**config.mk**
```make
export PLATFORM = sky130hd
export DESIGN_NAME = icache_flat
export DESIGN_NICKNAME = d
export VERILOG_FILES = /design/src/rtl/icache_if.sv /design/src/rtl/icache.sv /design/src/flat_wrapper.sv
export SDC_FILE = /design/constraint.sdc
export NUM_CORES = 1
export LEC_CHECK = 0
export CAP_MARGIN = 20
export CORE_ASPECT_RATIO = 1.25
export CORE_MARGIN = 1
export CORE_UTILIZATION = 60
export DETAILED_ROUTE_END_ITERATION = 8
export GPL_TIMING_DRIVEN = 0
export PLACE_DENSITY = 0.88
export SETUP_SLACK_MARGIN = 0.1
export SYNTH_ARGS = -nofsm -noshare
export SYNTH_HDL_FRONTEND = slang
export SYNTH_SLANG_ARGS = --single-unit
```
**constraint.sdc**
```tcl
create_clock -name CLK -period 5.6 [get_ports CLK]
set_clock_uncertainty 0.05 [all_clocks]
set_input_delay 0.84 -clock CLK [delete_from_list [all_inputs] [get_ports CLK]]
set_output_delay 0.84 -clock CLK [all_outputs]
set_load 0.01 [all_outputs]
```
**src/rtl/icache_if.sv**
```systemverilog
// rtl/icache_if.sv - datapath and memory-controller signals of the instruction cache
interface icache_if;
    logic        imemREN;
    logic [31:0] imemaddr;
    logic        ihit;
    logic [31:0] imemload;
    logic        iREN;
    logic [31:0] iaddr;
    logic        iwait;
    logic [31:0] iload;

    modport slave (
        input  imemREN, imemaddr, iwait, iload,
        output ihit, imemload, iREN, iaddr
    );

    modport master (
        output imemREN, imemaddr, iwait, iload,
        input  ihit, imemload, iREN, iaddr
    );
endinterface

```
**src/rtl/icache.sv**
```systemverilog
// rtl/icache.sv - direct-mapped one-word-frame instruction cache, blocking refill
// Optional hit/miss counters are enabled by defining ICACHE_STATS_EN.
module icache #(
    parameter int NUM_FRAMES = 16
) (
    input  logic        CLK,
    input  logic        nRST,
    icache_if.slave     cif
`ifdef ICACHE_STATS_EN
    ,
    output logic [31:0] hit_count,
    output logic [31:0] miss_count
`endif
);

    localparam int IDX   = $clog2(NUM_FRAMES);
    localparam int TAG_W = 30 - IDX;

    typedef enum logic {
        IDLE,
        FETCH
    } state_t;

    state_t state, next_state;

    logic [NUM_FRAMES-1:0] valid_q;
    logic [TAG_W-1:0]      tag_q  [NUM_FRAMES];
    logic [31:0]           data_q [NUM_FRAMES];
    logic [29:0]           fetch_word;

    logic [IDX-1:0]   req_idx;
    logic [TAG_W-1:0] req_tag;
    logic [IDX-1:0]   fill_idx;
    logic [TAG_W-1:0] fill_tag;
    logic             hit;
    logic             miss_start;
    logic             fill_done;

    // Byte offset carries no information for word-aligned fetches.
    logic unused_addr_lsbs;
    assign unused_addr_lsbs = ^cif.imemaddr[1:0];

    assign req_idx  = cif.imemaddr[IDX+1:2];
    assign req_tag  = cif.imemaddr[31:IDX+2];
    assign fill_idx = fetch_word[IDX-1:0];
    assign fill_tag = fetch_word[29:IDX];

    assign hit        = valid_q[req_idx] && (tag_q[req_idx] == req_tag);
    assign miss_start = (state == IDLE) && cif.imemREN && !hit;
    assign fill_done  = (state == FETCH) && !cif.iwait;

    always_ff @(posedge CLK, negedge nRST) begin
        if (!nRST) begin
            state <= IDLE;
        end else begin
            state <= next_state;
        end
    end

    always_comb begin
        next_state = state;
        case (state)
            IDLE:    if (miss_start) next_state = FETCH;
            FETCH:   if (fill_done)  next_state = IDLE;
            default: next_state = IDLE;
        endcase
    end

    always_comb begin
        cif.ihit     = 1'b0;
        cif.imemload = 32'h0;
        cif.iREN     = 1'b0;
        cif.iaddr    = 32'h0;
        case (state)
            IDLE: begin
                cif.ihit = cif.imemREN && hit;
                if (cif.imemREN && hit) begin
                    cif.imemload = data_q[req_idx];
                end
            end
            FETCH: begin
                cif.iREN  = 1'b1;
                cif.iaddr = {fetch_word, 2'b00};
            end
            default: ;
        endcase
    end

    // The miss address is captured once; later datapath changes cannot redirect the fill.
    always_ff @(posedge CLK, negedge nRST) begin
        if (!nRST) begin
            fetch_word <= 30'h0;
        end else if (miss_start) begin
            fetch_word <= cif.imemaddr[31:2];
        end
    end

    always_ff @(posedge CLK, negedge nRST) begin
        if (!nRST) begin
            valid_q <= '0;
            for (int i = 0; i < NUM_FRAMES; i++) begin
                tag_q[i]  <= '0;
                data_q[i] <= 32'h0;
            end
        end else if (fill_done) begin
            valid_q[fill_idx] <= 1'b1;
            tag_q[fill_idx]   <= fill_tag;
            data_q[fill_idx]  <= cif.iload;
        end
    end

`ifdef ICACHE_STATS_EN
    always_ff @(posedge CLK, negedge nRST) begin
        if (!nRST) begin
            hit_count  <= 32'h0;
            miss_count <= 32'h0;
        end else begin
            if (cif.ihit) begin
                hit_count <= hit_count + 32'd1;
            end
            if (miss_start) begin
                miss_count <= miss_count + 32'd1;
            end
        end
    end
`endif

endmodule

```
**src/flat_wrapper.sv**
```systemverilog
// flat-port wrapper written by rule: the top's interface ports become plain ports
module icache_flat 
#(
    parameter int NUM_FRAMES = 16
)
  (CLK, nRST, cif_imemREN, cif_imemaddr, cif_iwait, cif_iload, cif_ihit, cif_imemload, cif_iREN, cif_iaddr);
  icache_if cif_i ();
  input  logic CLK;
  input  logic nRST;
  input wire logic [$bits(cif_i.imemREN)-1:0] cif_imemREN;
  input wire logic [$bits(cif_i.imemaddr)-1:0] cif_imemaddr;
  input wire logic [$bits(cif_i.iwait)-1:0] cif_iwait;
  input wire logic [$bits(cif_i.iload)-1:0] cif_iload;
  output wire logic [$bits(cif_i.ihit)-1:0] cif_ihit;
  output wire logic [$bits(cif_i.imemload)-1:0] cif_imemload;
  output wire logic [$bits(cif_i.iREN)-1:0] cif_iREN;
  output wire logic [$bits(cif_i.iaddr)-1:0] cif_iaddr;
  assign cif_i.imemREN = cif_imemREN;
  assign cif_i.imemaddr = cif_imemaddr;
  assign cif_i.iwait = cif_iwait;
  assign cif_i.iload = cif_iload;
  assign cif_ihit = cif_i.ihit;
  assign cif_imemload = cif_i.imemload;
  assign cif_iREN = cif_i.iREN;
  assign cif_iaddr = cif_i.iaddr;
  icache #(.NUM_FRAMES(NUM_FRAMES)) u_core (.CLK(CLK), .nRST(nRST), .cif(cif_i));
endmodule
```
==> qor.yml <==
outcome:
  status: "complete, no violations"
cts:
  htreeDepth: 3
  cts_made_buffers: 95
  clk_latency_ns: 0.68
  clock_sinks: 975
  cts_tree: "built"
  hold_buffers: 0
  cts_buffer_depth: 3
  cts_root_buf: "clkbuf_16"
  path_clk_slew_ns: 0.06
pwr:
  leakage_uw: 0.02267
  power_density_mw_per_mm2: 483.2
  ir_drop_uv: 378.6
final_layout:
  utilization: 0.6885
  fillCellCount: 4562
  multi_input_area_sq_mm: 0.01901
  final_layout_size_suffix_gt1_frac: 0.4803
  seq_area_sq_mm: 0.02440
  area_growth_pct: 13.61
  finalNetCount: 3043
flow_run:
  max_cap_viol_count: 0
routing:
  num_vias: 26750
  drc: 0
  route.detailed.wl_per_inst_microns: 31.04
  firstDrtPassIters: 8
  final_antenna_net_count: 0
  via_per_inst: 6.670
  drt_wl_total_mm: 124.5
  drtIter0Drc: 2785
setup_path:
  ff2ff_setup_slack_ns: 1.65
  reg2reg_depth: 7
  cp.required_ns: 4.71
  rr_startpoint: "u_core.state"
  start_kind: "input pin"
  critPathArrivalTime_ns: 4.66
  cp_max_fo: 10
  end_kind: "output port"
  r2r-end: "u_core.data_q[155]"
  path_class: "in -> out"
timing:
  hold_viol: 0
  maxSlewHeadroom: 0.1639
  rsz0062_at_grt: "yes"
  hold_ws_ns: 0.04754
  min_period_over_period: 0.9904
  fin_crit_ns: 5.546
  setup-violations-final: 0
  fmax_mhz: 180.3
  slew_viol_final: 0
  tns_ns: 0
  tightest_slew_ns: 1.254
yosys:
  synth_area_leaders: "dfrtp_1, mux2_2, mux4_2"
  syn_area_per_cell_sq_um: 16.22
  synth-seq-cells: 975
  synth_cells: 2740
  yosysMostFrequentCell: "dfrtp_1"
  ys.flop_type: "dfrtp_1"
  synth_area_sq_mm: 0.04444
  yosys.area.top_type: "dfrtp_1"
  ys_warn_count: 0
  yosysUniqueCellTypes: 52
  synth-async-reset-ratio: 1.000
  netlist_top_cells_count: "dfrtp_1, mux2_2, mux4_2, clkbuf_1"
  synth-seq-area-share: 0.5490
  synth_edf_count: 0
  synth_top_area_frac: 0.5490
grt:
  grt_pass1_wl_mm: 187.3
  grt_pass1_vias: 29450
  antenna_found_initial: 8
  grt_max_degree: 135
  grt.total_usage: 0.3405
  grt_overflow: 0
placed_design:
  hpwl_mm: 82.02
  gp_congestion: 0.9384
  port_buffers: 124
hold_path:
  hp-class: "in -> async"
die:
  fp.dieW_microns: 245.4
  rows: 111
  dieArea_sq_mm: 0.07516
  core-area_sq_mm: 0.07333
  ios: 134
  initial_utilization: 0.6060
  die_h_microns: 306.3
critical path: stages:
cell,delay [ns]
buf_6,0.17
buf_2,0.37
inv_1,0.23
buf_4,0.27
mux2i_1,0.19
xnor2_1,0.47
a21oi_1,0.12
a32oi_2,0.46
nor3_1,0.12
nand4_1,0.11
buf_4,0.19
buf_2,0.39
nor2b_1,0.16
clkdlybuf4s50_1,0.51
logic make-up after synthesis:
| logic type | Yosys count | synth area share |
|---|---|---|
| multiplexers | 1280 | 0.3893 |
| flip-flops | 975 | 0.5490 |
| buffers and inverters | 245 | 0.02526 |
| AND/OR/NAND/NOR | 166 | 0.02253 |
| AO/OA/AOI/OAI | 38 | 0.006842 |
| XOR/XNOR | 35 | 0.006898 |
| other | 1 | 0.00008439 |
report_power, final:
group          leakage (uW)  switching [uW]  internal, uW
Sequential           0.0125            1720          9990
Combinational       0.00860            2280          3930
Clock               0.00154            2830          3640
metal layers:
| metal | part of all wire | track usage |
|---|---|---|
| met1 | 0.36 | 0.4155 |
| met3 | 0.085 | 0.08062 |
| met4 | 0.057 | 0.1885 |
| met2 | 0.50 | 0.5598 |
| met5 | 0.00047 | 0 |
worst max-delay path by stage:
| stage | startpoint | to | slack [ns] | depth (start not counted) |
|---|---|---|---|---|
| 2_1_floorplan | cif_imemaddr[2] | cif_imemload[11] | 1.44 | 9 |
| 3_3_place_gp | nRST | u_core.data_q[13] | -35.84 | 1 |
| 3_5_place_dp | cif_imemaddr[5] | cif_imemload[23] | -1.10 | 11 |
| 4_1_cts | cif_imemaddr[2] | cif_imemload[26] | 0.06 | 10 |
| 5_1_grt | cif_imemaddr[5] | cif_imemload[25] | 0.05 | 12 |
| 6_report | cif_imemaddr[4] | cif_imemload[26] | 0.05 | 14 |
state kept, by name (all words and copies together) (netlist names):
signal	cells
u_core.valid_q	16
u_core.data_q	512
u_core.state	1
u_core.fetch_word	30
u_core.tag_q	416
metrics by stage:
stage	cell area (sq um)	power [uW]	setup WS [ns]	cells
2_1_floorplan	44440	15790	1.442	2741
3_3_place_gp	46880	17190	-35.84	3825
3_5_place_dp	47150	17780	-1.097	3836
4_1_cts	50380	24280	0.05661	4007
5_1_grt	50480	25310	0.04627	4010
6_report	50480	24390	0.05361	4011
final cells by class:
class / count / share of cell area
Clock buffer: 140 / 0.05420
Buffer: 241 / 0.02379
Antenna cell: 3 / 0.0001487
Multi-Input combinational cell: 1521 / 0.3765
Sequential cell: 975 / 0.4833
Tap cell: 960 / 0.02379
Timing Repair Buffer: 137 / 0.03024
Clock inverter: 30 / 0.007782
Inverter: 4 / 0.0002974
cell usage in the layout, fill, tap and decap left out, types with 8 or more instances in the layout:
master,Yosys,routed
buf_1,68,67
mux2i_1,68,68
dfrtp_1,975,975
clkinv_2,0,14
nor2b_1,45,38
clkdlybuf4s50_1,0,123
clkbuf_1,121,134
nand2b_1,14,14
mux2_4,29,29
and2_1,32,32
xor2_1,11,10
clkbuf_4,0,10
clkbuf_2,0,10
mux2_2,929,929
clkbuf_8,0,19
nor2_1,13,13
buf_6,16,17
buf_16,0,8
buf_4,9,21
nand2_1,20,20
mux4_2,253,253
a22oi_1,12,12
clkbuf_16,0,95
xnor2_1,24,20
repair_timing:
item,4_1_cts,5_1_grt
setup endpoints to repair,33,33
resized for setup,41,19
pin swaps,1,0
buffers inserted,1,0
No activity file was read; power rests on OpenSTA's default activity.
